File: config.mk
export PLATFORM = sky130hd
export DESIGN_NAME = ob_cmd_arb
export DESIGN_NICKNAME = d
export VERILOG_FILES = /design/src/rtl/ob_cmd_arb.sv
export SDC_FILE = /design/constraint.sdc
export NUM_CORES = 1
export LEC_CHECK = 0
export ABC_AREA = 1
export ABC_CLOCK_PERIOD_IN_PS = 3450
export BUFFER_PORTS_ARGS = -buffer_cell sky130_fd_sc_hd__buf_2
export CORE_ASPECT_RATIO = 0.9
export CORE_UTILIZATION = 47
export DETAILED_ROUTE_END_ITERATION = 6
export GPL_TIMING_DRIVEN = 0
export HOLD_SLACK_MARGIN = 0.03
export PLACE_DENSITY = 0.91
export SYNTH_ARGS = -nofsm -noshare
export SYNTH_HDL_FRONTEND = slang
export SYNTH_SLANG_ARGS = --single-unit
File: constraint.sdc
create_clock -name clk -period 3.45 [get_ports clk]
set_input_delay 0 -clock clk [delete_from_list [all_inputs] [get_ports clk]]
set_output_delay 0 -clock clk [all_outputs]
set_load 0.005 [all_outputs]
File: src/rtl/ob_cmd_arb.sv
// ob_cmd_arb: round-robin arbiter granting N_CLIENTS command ports onto the single
// ob command interface, with an in-order tag FIFO steering ob responses back to their issuer.

package ob_pkg;
  localparam int unsigned CMD_W = 32;
  localparam int unsigned RSP_W = 32;
  typedef logic [CMD_W-1:0] cmd_t;
  typedef logic [RSP_W-1:0] rsp_t;
endpackage

module ob_cmd_arb #(
  parameter int unsigned N_CLIENTS   = 4,
  parameter int unsigned OUTSTANDING = 8
) (
  input  logic                                 clk,
  input  logic                                 rst,
  input  logic [N_CLIENTS-1:0]                 cl_cmd_vld,
  input  logic [N_CLIENTS*ob_pkg::CMD_W-1:0]   cl_cmd,
  output logic [N_CLIENTS-1:0]                 cl_cmd_rdy,
  output logic [N_CLIENTS-1:0]                 cl_rsp_vld,
  output logic [ob_pkg::RSP_W-1:0]             cl_rsp,
  input  logic [N_CLIENTS-1:0]                 cl_rsp_accept,
  output logic                                 ob_cmd_vld_r,
  output logic [ob_pkg::CMD_W-1:0]             ob_cmd_r,
  input  logic                                 ob_cmd_full_r,
  input  logic                                 ob_rsp_vld,
  input  logic [ob_pkg::RSP_W-1:0]             ob_rsp,
  output logic                                 ob_rsp_accept,
  output logic [$clog2(OUTSTANDING+1)-1:0]     outstanding_r,
  output logic                                 err_orphan_r
);

  localparam int unsigned CMD_W = ob_pkg::CMD_W;
  localparam int unsigned IDX_W = $clog2(N_CLIENTS);
  localparam int unsigned PTR_W = $clog2(OUTSTANDING);
  localparam int unsigned CNT_W = $clog2(OUTSTANDING+1);

  logic             ob_cmd_vld_q, ob_cmd_vld_d;
  logic [CMD_W-1:0] ob_cmd_q, ob_cmd_d;
  logic [IDX_W-1:0] rr_ptr_q, rr_ptr_d;
  logic [PTR_W-1:0] wr_ptr_q, wr_ptr_d;
  logic [PTR_W-1:0] rd_ptr_q, rd_ptr_d;
  logic [CNT_W-1:0] outstanding_q, outstanding_d;
  logic             err_orphan_q, err_orphan_d;
  logic [IDX_W-1:0] tag_q [OUTSTANDING];
  logic [IDX_W-1:0] tag_d [OUTSTANDING];

  logic             issue_ok;
  logic             found;
  logic [IDX_W:0]   cand;
  logic [IDX_W-1:0] gnt_idx;
  logic             push;
  logic             pop;
  logic             has_out;
  logic             orphan;
  logic [IDX_W-1:0] head;

  // Grants are also held off while rst is low, since no flop can capture a consumed command then.
  assign issue_ok = rst & ~ob_cmd_full_r & (outstanding_q < CNT_W'(OUTSTANDING));

  always_comb begin
    found   = 1'b0;
    gnt_idx = '0;
    cand    = '0;
    for (int unsigned i = 0; i < N_CLIENTS; i++) begin
      cand = {1'b0, rr_ptr_q} + (IDX_W+1)'(i);
      if (cand >= (IDX_W+1)'(N_CLIENTS)) begin
        cand = cand - (IDX_W+1)'(N_CLIENTS);
      end
      if (!found && cl_cmd_vld[cand[IDX_W-1:0]]) begin
        found   = 1'b1;
        gnt_idx = cand[IDX_W-1:0];
      end
    end
  end

  assign push = found & issue_ok;

  always_comb begin
    cl_cmd_rdy = '0;
    for (int unsigned i = 0; i < N_CLIENTS; i++) begin
      cl_cmd_rdy[i] = push & (gnt_idx == IDX_W'(i));
    end
  end

  assign head    = tag_q[rd_ptr_q];
  assign has_out = (outstanding_q != '0);
  assign orphan  = ob_rsp_vld & ~has_out;

  always_comb begin
    cl_rsp_vld = '0;
    for (int unsigned i = 0; i < N_CLIENTS; i++) begin
      cl_rsp_vld[i] = ob_rsp_vld & has_out & (head == IDX_W'(i));
    end
  end

  assign cl_rsp        = ob_rsp;
  // With nothing outstanding, ob is always accepted so a stray response drains.
  assign ob_rsp_accept = has_out ? cl_rsp_accept[head] : 1'b1;
  assign pop           = ob_rsp_vld & has_out & cl_rsp_accept[head];

  always_comb begin
    ob_cmd_vld_d  = push;
    ob_cmd_d      = ob_cmd_q;
    rr_ptr_d      = rr_ptr_q;
    wr_ptr_d      = wr_ptr_q;
    rd_ptr_d      = rd_ptr_q;
    outstanding_d = outstanding_q;
    err_orphan_d  = err_orphan_q | orphan;
    tag_d         = tag_q;

    if (push) begin
      ob_cmd_d       = cl_cmd[gnt_idx*CMD_W +: CMD_W];
      tag_d[wr_ptr_q] = gnt_idx;
      wr_ptr_d       = wr_ptr_q + PTR_W'(1);
      rr_ptr_d       = (gnt_idx == IDX_W'(N_CLIENTS-1)) ? '0 : gnt_idx + IDX_W'(1);
    end

    if (pop) begin
      rd_ptr_d = rd_ptr_q + PTR_W'(1);
    end

    case ({push, pop})
      2'b10:   outstanding_d = outstanding_q + CNT_W'(1);
      2'b01:   outstanding_d = outstanding_q - CNT_W'(1);
      default: outstanding_d = outstanding_q;
    endcase
  end

  always_ff @(posedge clk or negedge rst) begin
    if (!rst) begin
      ob_cmd_vld_q  <= 1'b0;
      ob_cmd_q      <= '0;
      rr_ptr_q      <= '0;
      wr_ptr_q      <= '0;
      rd_ptr_q      <= '0;
      outstanding_q <= '0;
      err_orphan_q  <= 1'b0;
      tag_q         <= '{default: '0};
    end else begin
      ob_cmd_vld_q  <= ob_cmd_vld_d;
      ob_cmd_q      <= ob_cmd_d;
      rr_ptr_q      <= rr_ptr_d;
      wr_ptr_q      <= wr_ptr_d;
      rd_ptr_q      <= rd_ptr_d;
      outstanding_q <= outstanding_d;
      err_orphan_q  <= err_orphan_d;
      tag_q         <= tag_d;
    end
  end

  assign ob_cmd_vld_r  = ob_cmd_vld_q;
  assign ob_cmd_r      = ob_cmd_q;
  assign outstanding_r = outstanding_q;
  assign err_orphan_r  = err_orphan_q;

endmodule

==> summary.log, run 1 <==
qor: worst_setup_path.cp_slowest_stage_delay 0.62 ns
qor: worst_setup_path.r2r_slack 0.46 ns
qor: placed_design.dpl-instance-area 6360 sq um
qor: clock_network.cts_buffer_depth 2
qor: yosys.synth_cell_types 30
qor: pwr.max-vdd-ir-drop 522 uV
qor: floorplanning.floorplan.io_pins 251
qor: worst_setup_path.timing.setup.critical_path_class in2reg
qor: cells_and_area.final_cell_mix nand2_1, buf_2, inv_1
qor: cells_and_area.num-fill-cells 952
qor: yosys.ys_seq_elements 62
qor: timing.timing.final.max_slew_violations 0
qor: worst_setup_path.cp_num_buf_inv 4
qor: grt.grt_start_max_net_pins 64
qor: timing.max_slew_margin 0.465
qor: timing.hold_viol 0
qor: timing.final_clock_period_utilization_by_the_worst_path 0.880
qor: pwr.leakagePower 0.00427 uW
qor: timing.max_slew.worst_pin.slew 0.803 ns
qor: cells_and_area.area_growth_syn_to_layout 31.3%
qor: status.run_status complete, but fails checks
qor: yosys.synth_nets 994
qor: clock_network.htree_levels 3
qor: floorplanning.initial_core_util 0.490
qor: worst_setup_path.timing.critical_path.required 3.65 ns
qor: cells_and_area.multi_input_area 2400 sq um
qor: worst_setup_path.critPathTopFamily buffers and inverters
qor: cells_and_area.layout-drive-gt1-share 0.302
qor: timing.timing.clock.skew 0.0106 ns
qor: clock_network.clk_pin_slew 0.06 ns
qor: worst_setup_path.cells_traversed_along_the_worst_timing_path dlygate4sd3_1, buf_4, nor3b_1, nand2_1, buf_1, ha_1, nand2_1, inv_1, nor2_1, nand3b_1, o31ai_1, o211ai_1, xnor2_1
qor: placed_design.placedCellCount 1160
qor: placed_design.dp_hpwl 11600 um
qor: timing.final.min_clock_period 3.04 ns
qor: yosys.syn-mean-instance-area 6.28 sq um
qor: timing.final.setup.tns 0 ns
qor: clock_network.cts.root.buffer_cell clkbuf_16
qor: worst_setup_path.slowest_stage buf_4
qor: job.max_cap_viol_count 0
qor: cells_and_area.seqCellArea 1550 sq um
qor: clock_network.cts_tree done
qor: timing.finalSetupViolCount 0
qor: drt.detail_route.wl_per_cell 13.0 um
qor: yosys.syn_area 5110 sq um
qor: worst_setup_path.timing.critical_path.from_type input pin
qor: worst_setup_path.timing.critical_path.to_type flop
qor: grt.grt_remaining_overflow 0
qor: placed_design.place.gp.congestion 0.964
qor: clock_network.worst_skew_pair.late_latency 0.33 ns
qor: clock_network.post_cts_resized 0
qor: worst_setup_path.crit_path_max_fanout 63
qor: drt.post_drt_via_cell_ratio 5.02
qor: pwr.overall_power 7110 uW
qor: grt.vias_in_the_first_global_route 5366
qor: drt.dr.first_iter.drc_count 378
qor: cells_and_area.final-instance-count-excl-fill 1177
qor: yosys.synthesis.yosys.warnings 0
qor: cells_and_area.design_area 6700 sq um
qor: clock_network.tritoncts.num_buffers 9
qor: grt.grt_antenna_before_repair 0
qor: pwr.powerDensity 1060 nW/um^2
qor: drt.drt_pass1_iterations 7
qor: placed_design.numPortBuffers 218
qor: drt.post-route-drc-count 6
qor: worst_setup_path.cp.arrival 3.24 ns
qor: cells_and_area.most_common_cell_after_layout_fill_and_taps_aside nand2_1
qor: timing.timing.fmax 329 MHz
qor: drt.routed_wl 15300 um
qor: clock_network.cts_post_setup_buffers_inserted 0
qor: floorplanning.die_height 101 um
qor: clock_network.numClockSinks 62
qor: grt.grt_first_pass_wirelength 24500 um
qor: drt.ant_nets 0
qor: floorplanning.core_region_area 10400 sq um
qor: yosys.netlist_instances 813
qor: drt.num_vias 5904
qor: floorplanning.fp-row-count 35
qor: floorplanning.fp.dieArea 11300 sq um
qor: cells_and_area.final_net_count 1225
qor: floorplanning.die_span_in_x 112 um
qor: worst_setup_path.critical-path-top-cell-by-count nand2_1
qor: status.failed_checks DRC
qor: cells_and_area.num_antenna_cells 0
qor: clock_network.cts_hold_buffers 1
qor: yosys.seq_area_frac_synth 0.304
qor: grt.grt_usage 0.271
qor: timing.final.hold.worst_slack 0.0709 ns
qor: worst_hold_path.timing.hold.worst.class in2reg
qor: timing.unrepaired_setup_endpoints_after_global_routing no
==> cell type report <==
| type | count | area share |
|---|---|---|
| timing repair buffer | 220 | 0.166 |
| inverter | 163 | 0.0920 |
| tap | 129 | 0.0241 |
| multi-input combinational | 510 | 0.358 |
| clock buffer | 11 | 0.0377 |
| clock inverter | 4 | 0.0105 |
| sequential | 62 | 0.231 |
| buffer | 78 | 0.0803 |
==> synth_stat cells <==
cell        n  area [sq um]
nand3_2     2          20.0
nand4_1    67           419
a32o_1      2          20.0
o211ai_1    3          22.5
inv_6       1          8.76
buf_2      25           125
dfrtp_1    62          1550
nor2_1     20          75.1
clkbuf_1    1          3.75
nand3_1    74           370
xnor2_1     4          35.0
buf_1       3          11.3
inv_1     158           593
nor2_4      1          11.3
buf_6       8          90.1
xor2_1      3          26.3
ha_1        9           113
inv_2       3          11.3
buf_4      41           308
o21bai_1    1          7.51
nor3_1      4          20.0
clkinv_1    1          3.75
o31ai_1     1          7.51
nor4_1      1          6.26
nand3b_1    1          7.51
nand2_1   283          1060
nor3b_1     1          7.51
o21ai_0    27           135
a21oi_1     3          15.0
nand2_2     3          18.8
==> layer usage <==
layer,track usage,vias up,share of wire
met5,0,-,0
met4,0.0811,0,0.020
met3,0.0517,27,0.075
met2,0.474,308,0.49
met1,0.341,2623,0.42
li1,-,2946,-
==> worst register-to-register path: stages, from the launching register on <==
cell     delay (ns)
dfrtp_1        0.37
buf_6          0.14
inv_6          0.09
nand2_1        0.07
nand3_1        0.09
nand2_1        0.11
nor2_4         0.15
nand3_2        0.13
nand2_1        0.17
buf_1          0.48
ha_1           0.32
nand2_1        0.07
inv_1          0.08
nor2_1         0.05
ha_1           0.18
a21oi_1        0.15
xnor2_1        0.13
o21ai_0        0.09
==> through the flow <==
step,utilization,setup WS [ns]
after global placement,0.610,0.225
after CTS,0.642,0.474
after detailed placement,0.610,0.156
after global routing,0.643,0.0848
final,0.643,0.414
after floorplan,-,0.931
==> worst paths after layout <==
kind                                                     end  cells after the start               startpoint
worst max-delay path            outstanding_r[3]$_DFFE_PN0P_                     13                      rst
worst min-delay path                ob_cmd_r[16]$_DFFE_PN0P_                      7               cl_cmd[16]
worst max register to register  outstanding_r[2]$_DFFE_PN0P_                     17  rr_ptr_q[0]$_DFFE_PN0P_
worst min register to register       ob_cmd_r[9]$_DFFE_PN0P_                      2  ob_cmd_r[9]$_DFFE_PN0P_
max in group asynchronous            ob_cmd_r[1]$_DFFE_PN0P_                      2                      rst
min in group asynchronous               tag_q[9]$_DFFE_PN0P_                      2                      rst
==> kinds of logic (layout without fill, tap and decap cells) <==
kind of cell | after synthesis | in the layout | synth area share
flops | 62 | 62 | 0.304
fa+ha+maj | 9 | 9 | 0.0221
buf+inv | 241 | 476 | 0.226
simple gates | 457 | 457 | 0.395
compound gates | 37 | 37 | 0.0407
xor+xnor | 7 | 7 | 0.0120
==> state kept, by name, summed over array words and instances (netlist names) <==
register       flops
wr_ptr_q           3
tag_q             16
rd_ptr_q           3
ob_cmd_vld_r       1
ob_cmd_r          32
err_orphan_r       1
outstanding_r      4
rr_ptr_q           2
==> where the power goes <==
group	leakage (uW)	switching [uW]	total, uW	internal [uW]
Sequential	0.000777	255	1330	1070
Combinational	0.00333	3030	4810	1780
Clock	0.000161	309	973	664
Note: power is estimated with default switching activity, not from simulation.
==> run 2: changes to the inputs <==
Settings changed: ABC_CLOCK_PERIOD_IN_PS 3450 to 3000.
Clock period 3.45 ns to 3 ns, I/O delays scaled along.
==> summary.log, run 2 (synthesis gave the netlist of run 1 again) <==
qor: status.run_status complete, but fails checks
qor: status.failed_checks DRC
qor: timing.final.min_clock_period 2.79 ns
qor: timing.hold_viol 0 [unchanged]
qor: clock_network.htree_levels 3 [unchanged]
qor: cells_and_area.final_net_count 1231 [+0.49%]
qor: placed_design.place_ws -0.294 ns [-0.450 ns]
qor: timing.max_slew_margin 0.679 [+0.214]
qor: pwr.leakagePower 0.00430 uW [+0.80%]
qor: grt.grt_antenna_before_repair 0 [unchanged]
qor: worst_setup_path.timing.critical_path.from_type flop
qor: drt.post_drt_via_cell_ratio 4.98 [-0.68%]
qor: cells_and_area.layout-drive-gt1-share 0.312 [+0.00966]
qor: drt.detail_route.wl_per_cell 13.2 um [+1.0%]
qor: pwr.powerDensity 1220 nW/um^2 [+15%]
qor: timing.max_slew.worst_pin.slew 0.482 ns [-0.321 ns]
qor: pwr.cell_int_power 4120 uW [+17%]
qor: pwr.power.clock.fraction 0.135 [-0.002]
qor: timing.timing.fmax 359 MHz
qor: pwr.power_switching 4190 uW [+17%]
qor: clock_network.worst_skew_pair.late_latency 0.33 ns [about the same]
qor: clock_network.cts_tree done
qor: cells_and_area.final_cell_mix nand2_1, buf_2, inv_1
qor: clock_network.cts_buffer_depth 2 [unchanged]
qor: drt.drt_pass1_iterations 7 [unchanged]
qor: pwr.switching_share 0.504 [-0.00149]
qor: worst_setup_path.cp.arrival 2.99 ns [-0.25 ns]
qor: worst_setup_path.slowest_stage dfrtp_1
qor: timing.fin_ws 0.212 ns [-0.202 ns]
qor: timing.timing.final.max_slew_violations 0 [unchanged]
qor: floorplanning.core_region_area 10400 sq um [unchanged]
qor: floorplanning.fp-row-count 35 [unchanged]
qor: worst_setup_path.timing.setup.critical_path_class reg2reg
qor: drt.routed_wl 15600 um [+1.5%]
qor: timing.final.hold.worst_slack 0.0728 ns [+0.00192 ns]
qor: drt.ant_nets 0 [unchanged]
qor: worst_setup_path.timing.critical_path.required 3.20 ns [-0.45 ns]
qor: timing.final_clock_period_utilization_by_the_worst_path 0.929
qor: worst_setup_path.critical-path-top-cell-by-count nand2_1
qor: clock_network.tritoncts.num_buffers 9 [unchanged]
qor: clock_network.clk_pin_slew 0.06 ns [about the same]
qor: grt.vias_in_the_first_global_route 5366 [unchanged]
qor: cells_and_area.num_antenna_cells 0 [unchanged]
qor: clock_network.numClockSinks 62 [unchanged]
qor: pwr.sequentialPowerShare 0.183 [-0.004]
qor: timing.finalSetupViolCount 0 [unchanged]
qor: grt.grt_usage 0.271 [unchanged]
qor: floorplanning.fp.dieArea 11300 sq um [unchanged]
qor: grt.grt_first_pass_wirelength 24500 um [unchanged]
qor: timing.timing.clock.skew 0.0102 ns [-0.000385 ns]
qor: drt.post-route-drc-count 6 [unchanged]
qor: cells_and_area.largest_reg_flops 32 [unchanged]
qor: pwr.pwr-share-comb 0.682 [+0.005]
qor: floorplanning.floorplan.io_pins 251 [unchanged]
qor: pwr.max-vdd-ir-drop 603 uV [+15%]
qor: clock_network.cts.root.buffer_cell clkbuf_16
qor: worst_setup_path.timing.critical_path.to_type flop
qor: placed_design.numPortBuffers 218 [unchanged]
qor: worst_setup_path.cp_slowest_stage_delay 0.38 ns [-0.24 ns]
qor: grt.grt_remaining_overflow 0 [unchanged]
qor: floorplanning.initial_core_util 0.490 [unchanged]
qor: grt.grt_start_max_net_pins 64 [unchanged]
qor: worst_setup_path.cp_num_buf_inv 4 [unchanged]
qor: job.max_cap_viol_count 0 [unchanged]
qor: floorplanning.die_height 101 um [unchanged]
qor: worst_setup_path.critPathTopFamily simple AND/OR/NAND/NOR gates
qor: cells_and_area.area_growth_syn_to_layout 33.0%
qor: placed_design.dp_hpwl 11600 um [unchanged]
qor: floorplanning.die_span_in_x 112 um [unchanged]
qor: drt.dr.first_iter.drc_count 424 [+12%]
qor: cells_and_area.num-fill-cells 951 [-0.11%]
qor: drt.num_vias 5894 [-0.17%]
qor: worst_setup_path.cells_traversed_along_the_worst_timing_path clkbuf_4, clkinvlp_2, nor2_1, o211ai_1, nand2_2, nand2_1, o21ai_0, nand2_1, nand3_2, inv_1, ha_2, nand2_1, inv_1, nor2_1, ha_1, a21oi_1, xnor2_1, o21ai_1
qor: worst_hold_path.timing.hold.worst.class in2reg
qor: worst_setup_path.crit_path_max_fanout 11 [-83%]
qor: cells_and_area.most_common_cell_after_layout_fill_and_taps_aside nand2_1
qor: placed_design.place.gp.congestion 0.964 [unchanged]
run 2: changes by cell type in the layout (fill, tap and decap cells not counted), sizes merged:
cell / delta
buf: +4
clkbuf: +1
clkinv: -1
clkinvlp: +2
run 2: power groups by stage:
stage / registers [uW] / clock network, uW / logic, uW
global placement: 1510 / 0 / 5320
floorplan: 1470 / 0 / 3930
finish: 1530 / 1120 / 5670
CTS: 1510 / 1140 / 5480
detailed placement: 1510 / 0 / 5460
global route: 1560 / 1180 / 6350
run 2: worst register-to-register path, cell delays in order, from the launching register on:
cell	delay (ns)
dfrtp_1	0.38
clkbuf_4	0.20
clkinvlp_2	0.15
nor2_1	0.06
o211ai_1	0.24
nand2_2	0.14
nand2_1	0.08
o21ai_0	0.07
nand2_1	0.14
nand3_2	0.14
inv_1	0.12
ha_2	0.21
nand2_1	0.06
inv_1	0.08
nor2_1	0.06
ha_1	0.18
a21oi_1	0.16
xnor2_1	0.15
o21ai_1	0.07
run 2: metal layers:
layer / wire, um / global-route usage
met3: 1000 / 0.0517
met4: 333 / 0.0811
met1: 6600 / 0.341
met5: 0 / 0
met2: 7640 / 0.474
run 2: layout make-up:
| type | instances | area (sq um) | area share |
|---|---|---|---|
| flip-flops and latches | 62 | 1550 | 0.229 |
| repair inverters | 1 | 5.00 | 0.000737 |
| repair buffers | 226 | 1180 | 0.174 |
| multi-input cells | 510 | 2410 | 0.355 |
| clock buffers | 11 | 253 | 0.0372 |
| plain buffers | 77 | 537 | 0.0791 |
| inverters | 163 | 621 | 0.0914 |
| clock inverters | 4 | 70.1 | 0.0103 |
| well taps | 129 | 161 | 0.0238 |
run 2: repair_timing:
item / 4_1_cts / 5_1_grt
setup endpoints to repair: 0 / 3
buffers inserted: 0 / 5
endpoints found under the hold margin: 1 / 62
hold buffers: 1 / 2
resized for setup: 0 / 7
run 2: stage by stage:
step / total power [uW] / cells / utilization / setup TNS (ns) / area (sq um)
final: 8320 / 1183 / 0.651 / 0 / 6790
after global routing: 9090 / 1183 / 0.651 / -0.0478 / 6790
after floorplan: 5410 / 813 / - / 0 / 5110
after detailed placement: 6970 / 1160 / 0.610 / -0.733 / 6360
after global placement: 6830 / 1160 / 0.610 / -0.562 / 6360
after CTS: 8140 / 1176 / 0.642 / 0 / 6690
run 2: final timing paths:
check | slack, ns | cells past startpoint | from | endpoint
max | 0.21 | 18 | rd_ptr_q[0]$_DFFE_PN0P_ | outstanding_r[2]$_DFFE_PN0P_
min | 0.07 | 7 | cl_cmd[15] | ob_cmd_r[15]$_DFFE_PN0P_
max reg2reg | 0.21 | 18 | rd_ptr_q[0]$_DFFE_PN0P_ | outstanding_r[2]$_DFFE_PN0P_
min reg2reg | 0.47 | 1 | err_orphan_r$_DFF_PN0_ | err_orphan_r$_DFF_PN0_
max in group asynchronous | 2.49 | 3 | rst | ob_cmd_r[30]$_DFFE_PN0P_
min in group asynchronous | 0.24 | 3 | rst | tag_q[13]$_DFFE_PN0P_
==> run 3: changes to the inputs <==
==> constraint.sdc (replaced) <==
create_clock -name clk -period 3 [get_ports clk]
set_input_delay 0.6 -clock clk [delete_from_list [all_inputs] [get_ports clk]]
set_output_delay 0.6 -clock clk [all_outputs]
set_load 0.005 [all_outputs]
==> summary.log, run 3 (synthesis gave the netlist of run 1 again) <==
qor: floorplanning.floorplan.io_pins 251 [unchanged]
qor: grt.grt_remaining_overflow 0 [unchanged]
qor: timing.max_slew_margin 0.678 [-0.00117]
qor: clock_network.cts.root.buffer_cell clkbuf_16
qor: pwr.max-vdd-ir-drop 635 uV [+5.3%]
qor: pwr.powerDensity 1260 nW/um^2 [+3.2%]
qor: drt.detail_route.wl_per_cell 13.3 um [+0.89%]
qor: timing.timing.final.max_slew_violations 0 [unchanged]
qor: cells_and_area.final-instance-count-excl-fill 1183 [unchanged]
qor: drt.post-route-drc-count 6 [unchanged]
qor: placed_design.place.gp.congestion 0.964 [unchanged]
qor: timing.final_clock_period_utilization_by_the_worst_path 0.966 [+0.0362]
qor: worst_setup_path.timing.critical_path.required 2.40 ns [-0.80 ns]
qor: job.max_cap_viol_count 0 [unchanged]
qor: placed_design.dp_hpwl 11600 um [unchanged]
qor: worst_setup_path.timing.setup.critical_path_class reg2out
qor: worst_setup_path.cells_traversed_along_the_worst_timing_path buf_6, inv_6, nand2_1, nand2_2, nand2_2, nand2_1, nor2_4, nand3_1, nand3_1, nand2_4, buf_8, ha_1, inv_1, nor2_1, buf_2
qor: clock_network.worst_skew_pair.late_latency 0.33 ns [about the same]
qor: timing.hold_viol 0 [unchanged]
qor: worst_setup_path.timing.critical_path.from_type flop
qor: timing.fin_ws 0.103 ns [-0.109 ns]
qor: worst_setup_path.timing.critical_path.to_type output pin
qor: cells_and_area.final_cell_mix nand2_1, buf_2, inv_1
qor: grt.vias_in_the_first_global_route 5355 [-0.20%]
qor: worst_setup_path.regToRegStartpoint rd_ptr_q[0]$_DFFE_PN0P_
qor: grt.grt_first_pass_wirelength 24500 um [about the same]
qor: drt.drt_pass1_iterations 7 [unchanged]
qor: drt.routed_wl 15700 um [+0.89%]
qor: worst_setup_path.r2r_slack 0.24 ns [+0.03 ns]
qor: pwr.leakagePower 0.00432 uW [+0.39%]
qor: drt.ant_nets 0 [unchanged]
qor: worst_setup_path.regToRegEndpoint outstanding_r[2]$_DFFE_PN0P_
qor: worst_setup_path.crit_path_max_fanout 10 [-1]
qor: clock_network.tritoncts.num_buffers 9 [unchanged]
qor: cells_and_area.most_common_cell_after_layout_fill_and_taps_aside nand2_1
qor: worst_setup_path.slowest_stage dfrtp_1
qor: cells_and_area.largest_reg_flops 32 [unchanged]
qor: clock_network.cts_hold_buffers 0 [-1]
qor: clock_network.cts_tree done
qor: timing.final.min_clock_period 2.90 ns [+0.109 ns]
qor: drt.num_vias 5978 [+1.4%]
qor: clock_network.htree_levels 3 [unchanged]
qor: drt.dr.first_iter.drc_count 366 [-14%]
qor: cells_and_area.multi_input_area 2440 sq um [+1.1%]
qor: worst_setup_path.r2r_cells 18 [unchanged]
qor: status.run_status complete, but fails checks
qor: cells_and_area.num_antenna_cells 0 [unchanged]
qor: clock_network.cts_buffer_depth 2 [unchanged]
qor: cells_and_area.num-fill-cells 935 [-1.7%]
qor: floorplanning.fp.dieArea 11300 sq um [unchanged]
qor: cells_and_area.layout-drive-gt1-share 0.317 [+0.00474]
qor: worst_setup_path.cp.arrival 2.30 ns [-0.69 ns]
qor: floorplanning.die_height 101 um [unchanged]
qor: worst_hold_path.timing.hold.worst.class in2async
qor: timing.max_slew.worst_pin.slew 0.483 ns [+0.00175 ns]
qor: placed_design.place_ws -0.894 ns [-0.600 ns]
qor: worst_setup_path.cp_slowest_stage_delay 0.37 ns [about the same]
qor: grt.grt_start_max_net_pins 64 [unchanged]
qor: floorplanning.fp-row-count 35 [unchanged]
qor: grt.grt_antenna_before_repair 0 [unchanged]
qor: floorplanning.initial_core_util 0.490 [unchanged]
qor: placed_design.numPortBuffers 218 [unchanged]
qor: placed_design.placedCellCount 1160 [unchanged]
qor: cells_and_area.area_growth_syn_to_layout 34.2%
qor: floorplanning.die_span_in_x 112 um [unchanged]
qor: drt.post_drt_via_cell_ratio 5.05 [+1.4%]
qor: clock_network.clk_pin_slew 0.05 ns [about the same]
qor: floorplanning.core_region_area 10400 sq um [unchanged]
qor: cells_and_area.final_net_count 1231 [unchanged]
qor: grt.grt_usage 0.271 [about the same]
qor: timing.timing.fmax 345 MHz [-3.7%]
qor: timing.finalSetupViolCount 0 [unchanged]
qor: cells_and_area.seqCellArea 1550 sq um [unchanged]
qor: clock_network.numClockSinks 62 [unchanged]
qor: status.failed_checks DRC
qor: timing.timing.clock.skew 0.00916 ns [-0.00104 ns]
==> run 3: changes by cell type in the layout (fill, tap and decap cells not counted), sizes merged <==
cell	before	now
inv	162	161
clkinv	2	3
clkbuf	13	15
dlygate4sd3	2	0
==> run 3: layer usage <==
| layer | vias up | global-route usage | wire length (um) |
|---|---|---|---|
| li1 | 2954 | - | - |
| met5 | - | 0 | 0 |
| met4 | 0 | 0.0925 | 355 |
| met3 | 28 | 0.0529 | 1190 |
| met1 | 2696 | 0.340 | 6510 |
| met2 | 300 | 0.469 | 7660 |
==> run 3: how the worst max path moves through the flow <==
stage	to	slack (ns)	cells past startpoint	startpoint
4_1_cts	cl_cmd_rdy[3]	0.03	14	rr_ptr_q[0]$_DFFE_PN0P_
6_report	cl_cmd_rdy[1]	0.10	15	rr_ptr_q[0]$_DFFE_PN0P_
2_1_floorplan	outstanding_r[2]$_DFFE_PN0P_	0.41	16	cl_cmd_vld[3]
3_5_place_dp	outstanding_r[3]$_DFFE_PN0P_	-0.89	12	rst
5_1_grt	outstanding_r[2]$_DFFE_PN0P_	-0.09	18	rd_ptr_q[0]$_DFFE_PN0P_
3_3_place_gp	outstanding_r[3]$_DFFE_PN0P_	-0.83	12	rst
==> run 3: cell type report <==
class                      count  area share
inverter                     163      0.0924
sequential                    62       0.226
timing repair inverter         1    0.000730
timing repair buffer         227       0.173
clock inverter                 4      0.0102
tap                          129      0.0236
multi-input combinational    510       0.356
clock buffer                  11      0.0369
buffer                        76      0.0807
==> run 3: stage by stage <==
stage / instance area (sq um) / util / hold WS, ns / TNS (ns) / power (uW)
6_report: 6850 / 0.658 / 0.208 / 0 / 8660
3_5_place_dp: 6360 / 0.610 / 0.457 / -12.03 / 6970
2_1_floorplan: 5110 / - / 0.304 / 0 / 5410
4_1_cts: 6690 / 0.642 / 0.229 / 0 / 8130
3_3_place_gp: 6360 / 0.610 / 0.456 / -10.70 / 6830
5_1_grt: 6850 / 0.658 / 0.239 / -0.122 / 9430
==> run 3: where the power goes <==
| part | internal [uW] | leakage, uW | switching (uW) |
|---|---|---|---|
| registers | 1230 | 0.000777 | 294 |
| logic | 2340 | 0.00338 | 3680 |
| clock network | 764 | 0.000161 | 356 |
==> run 3: timing repair <==
action,CTS,global route
pin swaps,0,4
endpoints found under the setup margin,8,7
cloned,0,2
setup buffers,0,8
gates resized for setup,6,21
==> run 3: critical path: cells and delay by family (launching register included) <==
family                     cells  cell delay [ns]
DFF                            1             0.37
adders and majority gates      1             0.14
buffers and inverters          5             0.57
and+or+nand+nor                9             0.91
